[config.mk]
export PLATFORM = sky130hd
export DESIGN_NAME = uart_tx_mmio
export DESIGN_NICKNAME = d
export VERILOG_FILES = /design/src/rtl/uart_tx_mmio.sv
export SDC_FILE = /design/constraint.sdc
export NUM_CORES = 1
export LEC_CHECK = 0
export CORE_MARGIN = 4
export CORE_UTILIZATION = 50
export DETAILED_ROUTE_END_ITERATION = 16
export PLACE_DENSITY = 0.9
export SLEW_MARGIN = 20
export SYNTH_ARGS = -nofsm -noshare
export SYNTH_HDL_FRONTEND = slang
export SYNTH_SLANG_ARGS = --single-unit
[constraint.sdc]
create_clock -name clk -period 3 [get_ports clk]
set_clock_uncertainty 0.15 [all_clocks]
set_input_delay 0.6 -clock clk [delete_from_list [all_inputs] [get_ports clk]]
set_output_delay 0.6 -clock clk [all_outputs]
set_load 0.01 [all_outputs]
[src/rtl/uart_tx_mmio.sv]
// uart_tx_mmio: memory-mapped 8N1 UART transmitter with a byte FIFO and a
// STATUS word readable by the core over the IO load/store path.
module uart_tx_mmio #(
  parameter int CLKS_PER_BIT = 104,
  parameter int DEPTH        = 4
) (
  input  logic        clk,
  input  logic        resetn,
  input  logic [1:0]  io_addr,
  input  logic        io_wstrb,
  input  logic [31:0] io_wdata,
  input  logic        io_rstrb,
  output logic [31:0] io_rdata,
  output logic        TXD
);

  localparam int PW = $clog2(DEPTH);
  localparam int CW = $clog2(DEPTH + 1);
  localparam int BW = $clog2(CLKS_PER_BIT);
  localparam logic [CW-1:0] FULL_CNT  = CW'(DEPTH);
  localparam logic [BW-1:0] BAUD_LAST = BW'(CLKS_PER_BIT - 1);

  typedef enum logic [1:0] {IDLE, START, DATA, STOP} state_t;

  state_t        state_q;
  logic [BW-1:0] baud_q;
  logic [2:0]    bit_idx_q;
  logic [7:0]    shreg_q;
  logic          txd_q;

  logic [7:0]    mem_q [DEPTH];
  logic [PW-1:0] wptr_q;
  logic [PW-1:0] rptr_q;
  logic [CW-1:0] count_q;
  logic [CW-1:0] count_d;
  logic          ovf_q;
  logic          ovf_d;
  logic [31:0]   rdata_q;

  logic       full;
  logic       empty;
  logic       baud_end;
  logic       busy;
  logic       pop;
  logic       push_req;
  logic       push;
  logic [7:0] status;
  logic       unused_wdata;

  assign unused_wdata = ^io_wdata[31:8];

  always_comb begin
    full     = (count_q == FULL_CNT);
    empty    = (count_q == '0);
    baud_end = (baud_q == BAUD_LAST);
    busy     = (state_q != IDLE) || !empty;
    // The shifter takes the head either from IDLE or at the last stop-bit cycle.
    pop      = !empty && ((state_q == IDLE) || ((state_q == STOP) && baud_end));
    push_req = io_wstrb && (io_addr == 2'd0);
    push     = push_req && (!full || pop);

    count_d = count_q;
    if (push && !pop) begin
      count_d = count_q + CW'(1);
    end else if (pop && !push) begin
      count_d = count_q - CW'(1);
    end

    ovf_d = ovf_q;
    if (io_rstrb && (io_addr == 2'd1)) begin
      ovf_d = 1'b0;
    end
    if (push_req && !push) begin
      ovf_d = 1'b1;
    end

    status = {4'(count_q), ovf_q, empty, full, busy};
  end

  always_ff @(posedge clk) begin
    if (push) begin
      mem_q[wptr_q] <= io_wdata[7:0];
    end
  end

  always_ff @(posedge clk) begin
    if (!resetn) begin
      wptr_q  <= '0;
      rptr_q  <= '0;
      count_q <= '0;
      ovf_q   <= 1'b0;
      rdata_q <= '0;
    end else begin
      if (push) begin
        wptr_q <= wptr_q + PW'(1);
      end
      if (pop) begin
        rptr_q <= rptr_q + PW'(1);
      end
      count_q <= count_d;
      ovf_q   <= ovf_d;
      if (io_rstrb) begin
        rdata_q <= (io_addr == 2'd1) ? {24'd0, status} : '0;
      end
    end
  end

  always_ff @(posedge clk) begin
    if (!resetn) begin
      state_q   <= IDLE;
      baud_q    <= '0;
      bit_idx_q <= '0;
      shreg_q   <= '0;
      txd_q     <= 1'b1;
    end else begin
      case (state_q)
        IDLE: begin
          if (pop) begin
            shreg_q <= mem_q[rptr_q];
            baud_q  <= '0;
            txd_q   <= 1'b0;
            state_q <= START;
          end
        end
        START: begin
          if (baud_end) begin
            baud_q    <= '0;
            bit_idx_q <= '0;
            txd_q     <= shreg_q[0];
            state_q   <= DATA;
          end else begin
            baud_q <= baud_q + BW'(1);
          end
        end
        DATA: begin
          if (baud_end) begin
            baud_q <= '0;
            if (bit_idx_q == 3'd7) begin
              txd_q   <= 1'b1;
              state_q <= STOP;
            end else begin
              bit_idx_q <= bit_idx_q + 3'd1;
              shreg_q   <= shreg_q >> 1;
              txd_q     <= shreg_q[1];
            end
          end else begin
            baud_q <= baud_q + BW'(1);
          end
        end
        STOP: begin
          if (baud_end) begin
            baud_q <= '0;
            if (pop) begin
              shreg_q <= mem_q[rptr_q];
              txd_q   <= 1'b0;
              state_q <= START;
            end else begin
              state_q <= IDLE;
            end
          end else begin
            baud_q <= baud_q + BW'(1);
          end
        end
        default: state_q <= IDLE;
      endcase
    end
  end

  assign io_rdata = rdata_q;
  assign TXD      = txd_q;

endmodule

==> results.toml, run 1 <==
[outcome]
outcome = "complete, no violations"

[critical_path]
critPathMaxFanout = 11
end_kind = "register"
reg2reg_depth = 10
rrSetupSlack_ns = 0.19
cp-start-kind = "register"
slowest_stage = "dfxtp_1"
criticalPathCategory = "register to register"
cp_cell_sequence = "inv_1, ha_1, a31o_2, nand2_1, ha_1, inv_1, fa_1, xor2_1, or3_1, a21oi_1"
cp.required_ns = 3.13
worstReg2RegStart = "state_q[0]"
slowest_delay_ns = 0.40
crit_arrival_ns = 2.94
crit_buf_inv = 2
crit_family = "adder cells"
timing.rr.end = "count_q[2]"

[global_routing]
grt_max_degree = 25
antenna_found_initial = 0
grt_pass1_wl_um = 10400
grtUsageTotal_pct = 15.9
grt_overflow = 0
grt_pass1_vias = 2300

[routing]
highest_layer = "met4"
first_iter_violations = 101
drt-met1-wl_um = 2570
drtAntennaViolNets = 0
wl_um = 6360
drc = 0
wl_met3_um = 349
num_vias = 2206
wl_met2_um = 3310
vias_per_cell = 5.54
first_pass_iters = 4
drt-wirelength-per-cell_um = 16.0

[clocking]
cts_inserted_buffers = 9
root_buffer = "clkbuf_8"
hold_buffers = 0
cts.repair.resized = 0
cts_tree = "done"
clkSlewWorstSetupHoldPaths_ns = 0.08
clk_latency_ns = 0.35
cts.sinks = 70
htreeDepth = 3
cts_setup_buffers = 0
clk_path_buf_depth = 2

[sta]
whs_ns = 0.310
finalSetupViolCount = 0
max_freq_ghz = 0.356
post-route-min-period_ns = 2.81
tns_ns = 0
maxSlewViolCount = 0
tightest_slew_ns = 0.520
fin_crit_sh_pct = 93.6
rsz0062_at_grt = "false"
hold_viol_final = 0
fin_ws_ns = 0.191
slew-limit-headroom_pct = 65.3

[synthesis]
synth_most_common_cell = "dfxtp_1"
seq_area_frac_synth_pct = 50.6
synth_common_cells = "dfxtp_1, edfxtp_1, buf_4, nor2_1, a21oi_1"
synth-seq-cells = 70
ys.flop_type = "dfxtp_1"
synth_largest_area_cell = "edfxtp_1"
async_reset_ff_share_pct = 0
synth.top_cell.area_share_pct = 28.2
netlist_instances = 296
synth_edf_count = 32
yosys-top-cells-area = "edfxtp_1, dfxtp_1, buf_4, mux4_2, ha_1"
ys_warn_count = 0
synth_area_mm2 = 0.00340
synth_cell_types = 50
syn_avg_cell_area_um2 = 11.5

[hold_path]
holdPathEnd = "bit_idx_q[1]"
hold_depth = 2
hold_class = "register to register"
min_from = "bit_idx_q[1]"

[die]
dieArea_mm2 = 0.00819
die-width_um = 90.5
core_area_mm2 = 0.00649
die_h_um = 90.5
initial_core_util_pct = 52.4
row_count = 29
pin_count = 71

[placed_design]
dp_hpwl_um = 4390
port_buffers = 21
pre_cts_slack_ns = 0.0764
dpl-instance-area_mm2 = 0.00356
gp_congestion = 0.786

[final_layout]
stdcell_area_mm2 = 0.00380
final_nets = 369
n_antenna_cell = 0
nFillCells = 498
final_layout_size_suffix_gt1_share_pct = 12.5
area_growth_pct = 11.8

[pwr]
internal_power_mw = 2.13
pwr-share-comb_pct = 33.9
swShare_pct = 34.6
switching_power_mw = 1.12
p_leak_nw = 1.43
p_clk_share_pct = 28.6
p_seq_share_pct = 37.5
power.density_mw_per_mm2 = 854
finalPower_mw = 3.25
max-vdd-ir-drop_uv = 669

[job]
maxCapViolations = 0
-- power by group through the flow --
stage          combinational, mW  sequential, mW  clock, mW
2_1_floorplan              0.959            1.19          0
3_3_place_gp                1.03            1.23          0
3_5_place_dp                1.08            1.24          0
4_1_cts                     1.10            1.22      0.939
5_1_grt                     1.22            1.24      0.980
6_report                    1.10            1.22      0.931
-- state kept, by name (all words and copies together) (netlist names), named ones only --
register / count
wptr_q: 2
TXD: 1
baud_q: 7
state_q: 2
rptr_q: 2
bit_idx_q: 3
io_rdata: 7
mem_q: 32
shreg_q: 8
ovf_q: 1
count_q: 3
-- worst max path at each step --
| stage | slack (ns) | depth (start not counted) | to | startpoint |
|---|---|---|---|---|
| 6_report | 0.19 | 10 | count_q[2] | state_q[0] |
| 2_1_floorplan | 0.31 | 11 | count_q[2] | baud_q[0] |
| 5_1_grt | 0.006 | 10 | count_q[2] | state_q[0] |
| 4_1_cts | 0.18 | 10 | count_q[2] | baud_q[0] |
| 3_5_place_dp | 0.08 | 10 | count_q[2] | io_addr[1] |
| 3_3_place_gp | 0.17 | 10 | count_q[2] | io_addr[1] |
-- through the flow --
| step | std cells | utilization [%] |
|---|---|---|
| finish | 398 | 58.6 |
| global route | 398 | 58.6 |
| CTS | 398 | 58.6 |
| detailed placement | 382 | 54.8 |
| global placement | 382 | 54.8 |
| floorplan | 320 | - |
-- worst reg2reg max path, cell delays in order (launching register included) --
cell     delay [ns]
dfxtp_1        0.40
inv_1          0.13
ha_1           0.36
a31o_2         0.30
nand2_1        0.14
ha_1           0.21
inv_1          0.06
fa_1           0.37
xor2_1         0.18
or3_1          0.31
a21oi_1        0.14
-- cells in the final DEF (no fill, tap or decap), types with 2 or more instances in the layout --
master / netlist / final
ha_1: 14 / 14
nor2b_1: 9 / 9
dfxtp_1: 38 / 38
conb_1: 1 / 25
clkdlybuf4s50_1: 0 / 21
clkinvlp_4: 0 / 3
a21oi_1: 23 / 23
nand4_1: 3 / 3
nand3_1: 5 / 5
a311oi_2: 2 / 2
nand2_1: 9 / 9
xor2_1: 4 / 4
a22oi_1: 2 / 2
a31oi_1: 2 / 2
a21o_1: 2 / 2
nor3b_1: 3 / 3
a21oi_2: 3 / 3
edfxtp_1: 32 / 32
bufinv_16: 0 / 3
a41o_1: 2 / 2
and2_1: 5 / 5
or3_1: 3 / 3
clkbuf_8: 0 / 9
mux4_2: 8 / 8
mux2i_1: 9 / 9
a311oi_1: 5 / 5
a211oi_1: 2 / 2
nor4b_1: 2 / 2
nor3_2: 2 / 2
o21ai_0: 10 / 10
buf_4: 26 / 3
inv_1: 8 / 8
o211ai_1: 2 / 2
nand2b_1: 4 / 4
nor2_1: 26 / 26
-- metal layers --
| layer | global-route usage [%] | vias to the layer above |
|---|---|---|
| met1 | 16.8 | 1049 |
| li1 | - | 1065 |
| met5 | 0 | - |
| met2 | 28.4 | 76 |
| met4 | 8.04 | 0 |
| met3 | 4.75 | 16 |
-- final cells by class --
cell class                 instances  area (µm²)  area share, %
inverter                           9        33.8          0.888
multi-input combinational        202        1480           38.8
clock inverter                     7         121           3.19
clock buffer                       9         124           3.26
timing repair buffer              24         233           6.12
sequential                        70        1720           45.2
tap                               77        96.3           2.53
-- logic make-up (layout without fill, tap and decap cells) --
kind of cell | count (synthesis) | in the layout | synth area share [%]
xor gates and xnor gates | 5 | 5 | 1.29
other | 1 | 25 | 0.110
muxes | 17 | 17 | 7.94
DFF | 70 | 70 | 50.6
buffers and inverters | 48 | 49 | 8.75
and+or+nand+nor | 76 | 76 | 12.2
AOI/OAI and AO/OA | 64 | 64 | 13.4
adders and majority gates | 15 | 15 | 5.74
(Power assumes the default switching activity.)
==> inputs of run 2 (changes only) <==
Settings changed: CORE_MARGIN 4 to 3, CTS_CLUSTER_SIZE from default to 12.
Clock period 3 ns to 3.35 ns, I/O delays scaled along.
==> run 2 against run 1 <==
Net effect: combinational power shrank 11%; non-clock buffer count shrank 1; sequential share of layout area grew 0.48 points; power shrank 14%; worst setup slack gained 0.22 ns; register-to-register slack gained 0.22 ns; core utilization shrank 0.29 points; hold slack gained 0.013 ns; clock-buffer cell count grew 1; critical endpoint unchanged; sequential power shrank 11%; first-iteration DRC count grew 50%.
==> results.toml, run 2 (synthesized netlist as in run 1, its figures left out) <==
[die]
row_count = 29
dieArea_mm2 = 0.00783
core_area_mm2 = 0.00646
initial_core_util_pct = 52.7
die-width_um = 88.5
die_h_um = 88.5
pin_count = 71

[final_layout]
regArea_mm2 = 0.00172
top_register = "mem_q"
area_growth_pct = 10.6
reg_top3 = "mem_q (32), shreg_q (8)"
nFillCells = 505
final_nets = 368
n_antenna_cell = 0
multi_input_area_mm2 = 0.00147
final_common_cell = "dfxtp_1"
final_layout_size_suffix_gt1_share_pct = 11.6
largest_register_ffs = 32
layout_common_cells = "dfxtp_1, edfxtp_1, nor2_1"

[job]
maxCapViolations = 0

[global_routing]
grt_pass1_wl_um = 10500
grt_overflow = 0
grt_pass1_vias = 2140
grt_max_degree = 33
antenna_found_initial = 0
grtUsageTotal_pct = 17.8

[pwr]
max-vdd-ir-drop_uv = 381
power.density_mw_per_mm2 = 747
p_leak_nw = 1.42
finalPower_mw = 2.81

[outcome]
outcome = "complete, no violations"

[routing]
first_pass_iters = 5
drt-wirelength-per-cell_um = 15.9
drc = 0
vias_per_cell = 5.61
first_iter_violations = 151
num_vias = 2228
wl_um = 6310
drtAntennaViolNets = 0

[clocking]
cts_setup_buffers = 0
cts.repair.resized = 0
hold_buffers = 0
cts_inserted_buffers = 9
htreeDepth = 3
cts_tree = "done"
root_buffer = "clkbuf_8"
clk_path_buf_depth = 2
cts.sinks = 70
clkSlewWorstSetupHoldPaths_ns = 0.08
clk_latency_ns = 0.35

[critical_path]
crit_top_cell = "ha_1"
critPathMaxFanout = 7
end_kind = "register"
cp-start-kind = "register"
crit_arrival_ns = 3.08
slowest_stage = "dfxtp_1"
cp_cell_sequence = "ha_1, and3_1, a31oi_2, a21oi_2, ha_1, inv_1, fa_1, xor2_1, or3_1, a21oi_1"
slowest_delay_ns = 0.38
cp.required_ns = 3.48
criticalPathCategory = "register to register"

[placed_design]
dp_hpwl_um = 4320
port_buffers = 21
gp_congestion = 0.825

[sta]
slew-limit-headroom_pct = 64.3
tightest_slew_ns = 0.535
rsz0062_at_grt = "false"
post-route-min-period_ns = 2.94
maxSlewViolCount = 0
tns_ns = 0
finalSetupViolCount = 0
max_freq_ghz = 0.340
hold_viol_final = 0
fin_crit_sh_pct = 87.8

[hold_path]
hold_class = "register to register"
==> run 2: where the power goes <==
group	leakage (nW)	switching, mW	internal (mW)
clock	0.106	0.319	0.418
sequential	0.599	0.101	0.991
combinational	0.713	0.566	0.417
total	1.42	0.986	1.83
==> run 2: worst max-delay path, delay by kind of cell, from the launching register on <==
kind | cells | cell delay (ns)
buffers and inverters | 1 | 0.06
DFF | 1 | 0.38
adders and majority gates | 3 | 0.84
xor gates and xnor gates | 1 | 0.17
and+or+nand+nor | 2 | 0.66
AOI/OAI and AO/OA | 3 | 0.61
==> run 2: per-layer routing <==
layer  up-vias  wire, µm  GRT usage (%)
met4         0       135           7.69
met5         -         0              0
li1       1067         -              -
met3        15       388           5.12
met1      1070      2580           20.6
met2        76      3210           30.7
==> run 2: final cells by class <==
cell class | instances | share of cell area [%]
clock inverters | 6 | 2.29
inverters | 9 | 0.897
flip-flops and latches | 70 | 45.7
well taps | 77 | 2.56
clock buffers | 10 | 3.39
repair buffers | 23 | 5.98
multi-input cells | 202 | 39.1
==> run 2: path summary, 6_finish.rpt <==
path / startpoint / endpoint / slack [ns] / cells past startpoint
min: bit_idx_q[2] / bit_idx_q[2] / 0.32 / 2
min reg2reg: bit_idx_q[2] / bit_idx_q[2] / 0.32 / 2
max: baud_q[0] / count_q[2] / 0.41 / 10
max reg2reg: baud_q[0] / count_q[2] / 0.41 / 10
==> run 2: through the flow <==
| stage | cell area [µm²] | worst slack, ns | instances | hold WS, ns | utilization (%) |
|---|---|---|---|---|---|
| after CTS | 3760 | 0.446 | 397 | 0.321 | 58.3 |
| after global placement | 3550 | 0.451 | 381 | 0.295 | 55.0 |
| final | 3760 | 0.408 | 397 | 0.323 | 58.3 |
| after detailed placement | 3550 | 0.366 | 381 | 0.311 | 55.0 |
| after floorplan | 3490 | 0.662 | 320 | 0.286 | - |
| after global routing | 3760 | 0.213 | 397 | 0.340 | 58.3 |
==> inputs of run 3 (changes only) <==
Settings changed: CORE_UTILIZATION 50 to 30, GPL_TIMING_DRIVEN from default to 1, PLACE_DENSITY 0.9 to default.
==> run 3 against run 2 <==
Net effect: wire length is 3.2% lower; fmax is 3.0% higher; largest cell class unchanged; first-iteration DRC count is 44% lower; hold slack worse by 0.011 ns; clock-buffer cell count is 1 lower; via count is 2.3% lower; critical path depth stayed put; core utilization is 23 points lower; clock power is 24% higher; worst setup slack better by 0.085 ns.
==> results.toml, run 3 (synthesized netlist as in run 1, its figures left out) <==
[outcome]
outcome = "complete, no violations"

[die]
initial_core_util_pct = 31.0
die-width_um = 113
dieArea_mm2 = 0.0127
core_area_mm2 = 0.0110
pin_count = 71
row_count = 38
die_h_um = 113

[hold_path]
holdPathEnd = "bit_idx_q[1]"
min_from = "bit_idx_q[1]"
hold_depth = 2
hold_class = "register to register"

[clocking]
clkSlewWorstSetupHoldPaths_ns = 0.06
clk_latency_ns = 0.34
cts_tree = "done"
cts.sinks = 70
clk_path_buf_depth = 2
cts_setup_buffers = 0
htreeDepth = 3
root_buffer = "clkbuf_16"
cts.repair.resized = 0
cts_inserted_buffers = 9
hold_buffers = 0

[placed_design]
gp_congestion = 0.710
dpl-instance-area_mm2 = 0.00363
port_buffers = 21
pre_cts_slack_ns = 0.363
placedCellCount = 444
dp_hpwl_um = 4200

[final_layout]
nFillCells = 1067
largest_register_ffs = 32
n_antenna_cell = 0
fin_cells = 460
layout_common_cells = "dfxtp_1, edfxtp_1, nor2_1"
final_layout_size_suffix_gt1_share_pct = 11.9
area_growth_pct = 15.1
regArea_mm2 = 0.00172
reg_top3 = "mem_q (32), shreg_q (8)"
multi_input_area_mm2 = 0.00147
top_register = "mem_q"
final_util_pct = 35.7
stdcell_area_mm2 = 0.00392
final_nets = 368
final_common_cell = "dfxtp_1"

[critical_path]
reg2reg_depth = 10
slowest_delay_ns = 0.37
slowest_stage = "dfxtp_1"
critPathMaxFanout = 7
crit_arrival_ns = 2.96
cp_cell_sequence = "ha_1, and3_1, a31oi_2, a21oi_2, ha_1, inv_1, fa_1, xor2_1, or3_1, a21oi_1"
worstReg2RegStart = "baud_q[0]"
timing.rr.end = "count_q[2]"
crit_top_cell = "ha_1"
crit_path_start = "baud_q[0]"
rrSetupSlack_ns = 0.49
criticalPathCategory = "register to register"
cp-start-kind = "register"
end_kind = "register"
cp.required_ns = 3.45

[routing]
first_pass_iters = 4
num_vias = 2176
drc = 0
drtAntennaViolNets = 0
wl_um = 6110
vias_per_cell = 4.73
first_iter_violations = 85
drt-wirelength-per-cell_um = 13.3

[global_routing]
grt_pass1_vias = 2127
gr-usage-met2_pct = 16.6
grt_pass1_wl_um = 10300
grtUsageMet1_pct = 12.7
antenna_found_initial = 0
grt_max_degree = 20
grtUsageTotal_pct = 10.4
grt_overflow = 0
met3_usage_pct = 3.18
grt_most_used_layer = "met2"

[sta]
slew-limit-headroom_pct = 61.8
fin_crit_sh_pct = 85.3
tns_ns = 0
whs_ns = 0.312
finalSetupViolCount = 0
maxSlewViolCount = 0
max_freq_ghz = 0.350
post-route-min-period_ns = 2.86
hold_viol_final = 0
rsz0062_at_grt = "false"
tightest_slew_ns = 0.569
fin_ws_ns = 0.493

[pwr]
power.density_mw_per_mm2 = 760
max-vdd-ir-drop_uv = 333
p_leak_nw = 1.45
finalPower_mw = 2.98

[job]
maxCapViolations = 0
[run 3: cell count changes in the layout (fill, tap and decap cells not counted), sizes merged]
cell / before / now
bufinv: 2 / 0
inv: 8 / 13
clkbuf: 10 / 9
clkinv: 4 / 2
[run 3: area by class of cell]
cell class,count,area share [%]
tap,140,4.47
clock buffer,9,5.75
timing repair buffer,23,5.75
inverter,9,0.862
multi-input combinational,202,37.6
sequential,70,43.9
clock inverter,7,1.60
[run 3: how the worst max path moves through the flow]
stage                 endpoint  slack, ns  cells past startpoint
floorplan           count_q[2]       0.66                     11
global placement    count_q[2]       0.41                     10
detailed placement  count_q[2]       0.36                     10
CTS                 count_q[2]       0.49                     10
global route        count_q[2]       0.32                     10
finish              count_q[2]       0.49                     10
[run 3: routing by layer]
metal	share of wire (%)	vias to the layer above
met4	2.7	0
met2	48	52
met3	4.2	12
met5	0	-
met1	45	1040
li1	-	1072
[run 3: critical path: cells and delay by family, from the launching register on]
kind | cells | cell delay (ns)
compound gates | 3 | 0.57
xor+xnor | 1 | 0.17
fa+ha+maj | 3 | 0.82
simple gates | 2 | 0.64
flops | 1 | 0.37
buf+inv | 1 | 0.06
[run 3: power by group]
group	switching [mW]	leakage [nW]	internal, mW
sequential	0.0967	0.599	0.992
clock	0.397	0.139	0.517
combinational	0.559	0.713	0.416
